===== src/rtl/quad_step_encoder.sv =====
// Quadrature rotary encoder front end for the up/down step counters.
// Synchronises and debounces both encoder channels and follows the Gray-code
// walk of the encoder. It emits one registered EN/cnt/inc request per full
// detent, or an err pulse when both channels change together.
module quad_step_encoder #(
    parameter int SYNC_STAGES     = 2,
    parameter int DEBOUNCE_CYCLES = 16,
    parameter int FAST_WINDOW     = 1000
) (
    input  logic clk,
    input  logic rst,
    input  logic qa,
    input  logic qb,
    output logic EN,
    output logic cnt,
    output logic inc,
    output logic err
);

    localparam logic [7:0]  DB_LIMIT = 8'(DEBOUNCE_CYCLES);
    localparam logic [15:0] FW_LIMIT = 16'(FAST_WINDOW);

    logic [SYNC_STAGES-1:0] syncA_q, syncB_q;
    logic                   syncA, syncB;

    logic [7:0]        dbA_q, dbA_d, dbB_q, dbB_d;
    logic              fa_q, fa_d, fb_q, fb_d;
    logic [1:0]        prev_q, prev_d;
    logic [1:0]        filt;
    logic signed [3:0] acc_q, acc_d, accStep;
    logic [15:0]       timer_q, timer_d;
    logic              lastDir_q, lastDir_d;
    logic              en_q, en_d, cnt_q, cnt_d, inc_q, inc_d, err_q, err_d;

    logic stepUp, stepDown, illegal, evUp, evDown, evAny;

    assign syncA = syncA_q[SYNC_STAGES-1];
    assign syncB = syncB_q[SYNC_STAGES-1];
    assign filt  = {fa_q, fb_q};

    // Shift the raw pins through the metastability chains.
    always_ff @(posedge clk or negedge rst) begin
        if (!rst) begin
            syncA_q <= '0;
            syncB_q <= '0;
        end else begin
            syncA_q <= {syncA_q[SYNC_STAGES-2:0], qa};
            syncB_q <= {syncB_q[SYNC_STAGES-2:0], qb};
        end
    end

    // Per-channel debounce: accept a new level only after it has outlasted the stability count.
    always_comb begin
        fa_d  = fa_q;
        dbA_d = '0;
        fb_d  = fb_q;
        dbB_d = '0;
        if (syncA != fa_q) begin
            if (dbA_q == DB_LIMIT) begin
                fa_d = syncA;
            end else begin
                dbA_d = dbA_q + 8'd1;
            end
        end
        if (syncB != fb_q) begin
            if (dbB_q == DB_LIMIT) begin
                fb_d = syncB;
            end else begin
                dbB_d = dbB_q + 8'd1;
            end
        end
    end

    // Classify the filtered step and decide whether a detent completed.
    always_comb begin
        prev_d   = filt;
        stepUp   = ((prev_q == 2'b00) && (filt == 2'b01)) ||
                   ((prev_q == 2'b01) && (filt == 2'b11)) ||
                   ((prev_q == 2'b11) && (filt == 2'b10)) ||
                   ((prev_q == 2'b10) && (filt == 2'b00));
        stepDown = ((prev_q == 2'b00) && (filt == 2'b10)) ||
                   ((prev_q == 2'b10) && (filt == 2'b11)) ||
                   ((prev_q == 2'b11) && (filt == 2'b01)) ||
                   ((prev_q == 2'b01) && (filt == 2'b00));
        illegal  = ((prev_q ^ filt) == 2'b11);
        accStep  = acc_q;
        acc_d    = acc_q;
        evUp     = 1'b0;
        evDown   = 1'b0;
        if (illegal) begin
            acc_d = '0;
        end else if (stepUp || stepDown) begin
            accStep = stepUp ? (acc_q + 4'sd1) : (acc_q - 4'sd1);
            acc_d   = accStep;
            if (filt == 2'b00) begin
                evUp   = (accStep == 4'sd4);
                evDown = (accStep == -4'sd4);
                acc_d  = '0;
            end
        end
        evAny = evUp | evDown;
    end

    // Build the registered request outputs plus the fast-turn timer and direction memory.
    always_comb begin
        en_d      = evAny;
        err_d     = illegal;
        cnt_d     = cnt_q;
        inc_d     = inc_q;
        lastDir_d = lastDir_q;
        timer_d   = (timer_q < FW_LIMIT) ? (timer_q + 16'd1) : timer_q;
        if (evAny) begin
            cnt_d     = evDown;
            inc_d     = (timer_q < FW_LIMIT) && (evDown == lastDir_q);
            lastDir_d = evDown;
            timer_d   = '0;
        end
    end

    // State register for the filter, decoder and output stage.
    always_ff @(posedge clk or negedge rst) begin
        if (!rst) begin
            dbA_q     <= '0;
            dbB_q     <= '0;
            fa_q      <= 1'b0;
            fb_q      <= 1'b0;
            prev_q    <= 2'b00;
            acc_q     <= '0;
            timer_q   <= FW_LIMIT;
            lastDir_q <= 1'b0;
            en_q      <= 1'b0;
            cnt_q     <= 1'b0;
            inc_q     <= 1'b0;
            err_q     <= 1'b0;
        end else begin
            dbA_q     <= dbA_d;
            dbB_q     <= dbB_d;
            fa_q      <= fa_d;
            fb_q      <= fb_d;
            prev_q    <= prev_d;
            acc_q     <= acc_d;
            timer_q   <= timer_d;
            lastDir_q <= lastDir_d;
            en_q      <= en_d;
            cnt_q     <= cnt_d;
            inc_q     <= inc_d;
            err_q     <= err_d;
        end
    end

    assign EN  = en_q;
    assign cnt = cnt_q;
    assign inc = inc_q;
    assign err = err_q;

endmodule

===== config.mk =====
export PLATFORM = sky130hd
export DESIGN_NAME = quad_step_encoder
export DESIGN_NICKNAME = d
export VERILOG_FILES = /design/src/rtl/quad_step_encoder.sv
export SDC_FILE = /design/constraint.sdc
export NUM_CORES = 1
export LEC_CHECK = 0
export ABC_AREA = 1
export CORE_ASPECT_RATIO = 1.25
export CORE_MARGIN = 2
export CORE_UTILIZATION = 45
export CTS_CLUSTER_DIAMETER = 150
export CTS_CLUSTER_SIZE = 8
export DETAILED_ROUTE_END_ITERATION = 8
export PLACE_DENSITY = 0.61
export RECOVER_POWER = 50
export SYNTH_ARGS = -nofsm -noshare
export SYNTH_HDL_FRONTEND = slang
export SYNTH_SLANG_ARGS = --single-unit

===== constraint.sdc =====
create_clock -name clk -period 2.7 [get_ports clk]
set_input_delay 0.81 -clock clk [delete_from_list [all_inputs] [get_ports clk]]
set_output_delay 0.81 -clock clk [all_outputs]
set_load 0.01 [all_outputs]

==> flow_metrics.py <==
metrics = {
    "status": {
        "status": "finished, final reports clean",
    },
    "place": {
        "gp_congestion": 0.8365,
        "dpl.hpwl_mm": 2.888,
        "io_buffers": 7,
    },
    "synthesis": {
        "synth_area_um2": 2346,
        "synth-main-ff-cell": "dfrtp_1",
        "ys_seq_area_share_pct": 51.52,
        "syn-num-nets": 280,
        "synth_common_cells": "nand2_1, inv_1, dfrtp_1",
        "synthTopCellsByArea": "dfrtp_1, nand2_1, inv_1",
        "ys_ff_latch": 48,
        "yosys.area.top_type": "dfrtp_1",
        "async_reset_ff_share_pct": 100.0,
        "ys_warn_count": 0,
        "synth_top_area_share_pct": 44.80,
        "synthCells": 267,
        "synth_edf_count": 0,
        "yosysMostFrequentCell": "nand2_1",
        "synth_area_per_cell_um2": 8.787,
        "synth_cell_types": 32,
    },
    "setup_path": {
        "ff2ff_setup_slack_ps": 410,
        "cp.arrival_ps": 2540,
        "cp-end-kind": "register",
        "worst-setup-path-type": "register to register",
        "crit_fanout": 6,
        "r2r_end": "inc",
        "startpoint_type": "register",
        "ff2ff_path_depth": 9,
        "required_ps": 2940,
        "reg2reg_from": "fa_q",
    },
    "cts": {
        "ctsHoldBuffers": 0,
        "postCtsSetupBuffers": 0,
        "cts-resized-gates": 0,
        "htree_levels": 2,
        "cts_tree": "yes",
        "cts_root_buffer": "clkbuf_8",
        "path_clk_slew_ps": 90,
        "cts_buffers": 5,
        "clock_latency_ps": 300,
        "cts_sinks": 48,
        "clk_path_buf_depth": 2,
    },
    "global_route": {
        "first_global_vias": 1601,
        "antenna_found_initial": 0,
        "globalRouteTotalUtil_pct": 15.10,
        "grt_pass1_wl_mm": 6.610,
        "grt_start_max_net_pins": 27,
        "overflow": 0,
    },
    "flow_run": {
        "cap_violations": 0,
    },
    "timing": {
        "tns_ps": 0,
        "fin_crit_sh_pct": 84.86,
        "layout_min_cycle_time_ps": 2291,
        "skew_ps": 15.25,
        "finalMaxSlewViolations": 0,
        "max_slew_margin_pct": 23.13,
        "final-setup-viol-count": 0,
        "rsz0062_at_grt": "false",
        "worstMarginPinSlew_ps": 1153,
        "fmax_ghz": 0.4365,
        "hold_viol": 0,
    },
    "min_path": {
        "hp-start": "syncA_q[0]",
        "holdPathStages": 0,
        "min_delay_worst_endpoint": "syncA_q[1]",
        "hp-class": "register to register",
    },
    "power_and_ir_drop": {
        "ir_drop_mv": 0.3188,
        "p_leak_nw": 1.251,
        "cellPowerDensity_nw_per_um2": 498.4,
        "finalPower_mw": 1.281,
    },
    "final_layout": {
        "fillers": 478,
        "antennaDiodeCount": 0,
        "drive_above_1_share_pct": 10.36,
        "fin_nets": 292,
        "area_growth_pct": 9.600,
    },
    "detailed_routing": {
        "drt_iter0_markers": 105,
        "wl_mm": 3.793,
        "detail_route.wl_per_cell_um": 11.09,
        "firstDrtPassIters": 5,
        "drc": 0,
        "vias_per_cell": 4.842,
        "vias": 1656,
        "antenna_left": 0,
    },
    "die": {
        "die_area_um2": 5810,
        "die_y_um": 84.73,
        "rows": 29,
        "start_util_pct": 46.51,
        "fp.dieW_um": 68.58,
        "core_um2": 5044,
        "io_pins": 8,
    },
}
==> final cells by class <==
class / instances / area [um2] / share of cell area, %
inverter: 49 / 183.9 / 7.153
clock buffer: 7 / 76.32 / 2.968
tap: 62 / 77.57 / 3.017
sequential: 48 / 1209 / 47.01
timing repair buffer: 8 / 68.82 / 2.676
multi-input combinational: 167 / 925.9 / 36.01
clock inverter: 1 / 30.03 / 1.168
==> report_power, final <==
part / switching [mW] / internal (mW) / total [mW]
Clock: 0.227 / 0.277 / 0.504
Combinational: 0.0281 / 0.0125 / 0.0406
Sequential: 0.00758 / 0.729 / 0.737
Total: 0.263 / 1.02 / 1.28
==> critical path, stage by stage (launching register included) <==
cell and delay (ps):
dfrtp_1 470, xnor2_1 270, nand2_1 200, ha_1 340, ha_1 180, nand2_1 70
nor2_2 180, and3_1 330, nand4_1 120, nand2_1 70
==> cell families (layout without fill, tap and decap cells) <==
family	count (synthesis)	count (layout)	share of synthesized area, %
adder cells (fa/ha/maj)	9	9	5.120
AND/OR/NAND/NOR	123	123	23.95
buffers and inverters	52	65	9.013
flip-flops	48	48	51.52
AO/OA/AOI/OAI	24	24	5.974
XOR/XNOR	11	11	4.427
==> placed cells by master (no fill, tap or decap), types with 2 or more instances in the layout <==
cell / instances
and3_1: 2
nand2_1: 45
xnor2_1: 7
nor3_1: 12
xor2_1: 3
o21ai_1: 5
nand4_1: 6
nor2_1: 32
nor3b_2: 2
dlygate4sd3_1: 2
dfrtp_1: 42
dfstp_2: 6
clkdlybuf4s50_1: 4
nor4_1: 3
nand2_2: 2
clkbuf_8: 5
ha_1: 8
o21ai_0: 6
inv_2: 5
nand3_1: 16
inv_1: 44
a21oi_1: 7
clkbuf_1: 3
==> metal layers <==
layer | share of wire, % | vias up | track usage (%)
met3 | 3.4 | 13 | 4.155
li1 | - | 865 | -
met5 | 0 | - | 0
met4 | 2.8 | 0 | 7.636
met1 | 45 | 757 | 18.00
met2 | 49 | 21 | 24.30
==> state kept, by name, indices dropped and copies added, names as in the netlist, 2 cells and up <==
| register | cells |
|---|---|
| acc_q | 4 |
| timer_q | 16 |
| syncA_q | 2 |
| dbB_q | 8 |
| prev_q | 2 |
| dbA_q | 8 |
| syncB_q | 2 |
==> metrics by stage <==
stage | setup WS (ps) | std cells | hold WS [ps] | utilization, % | instance area, um2
3_5_place_dp | 429.4 | 334 | 336.4 | 49.19 | 2481
3_3_place_gp | 488.7 | 334 | 331.5 | 49.19 | 2481
6_report | 408.9 | 342 | 353.5 | 50.98 | 2571
2_1_floorplan | 545.6 | 267 | 331.2 | - | 2346
4_1_cts | 416.1 | 342 | 356.7 | 51.30 | 2587
5_1_grt | 182.8 | 342 | 370.8 | 50.98 | 2571
==> worst max-delay path by stage <==
stage	start	to	slack (ps)	cells after the start
3_5_place_dp	fa_q	inc	430	9
6_report	fa_q	inc	410	9
2_1_floorplan	fa_q	inc	550	10
4_1_cts	fa_q	inc	420	9
5_1_grt	fa_q	inc	180	9
3_3_place_gp	fa_q	inc	490	8
No activity file was read; power rests on OpenSTA's default activity.
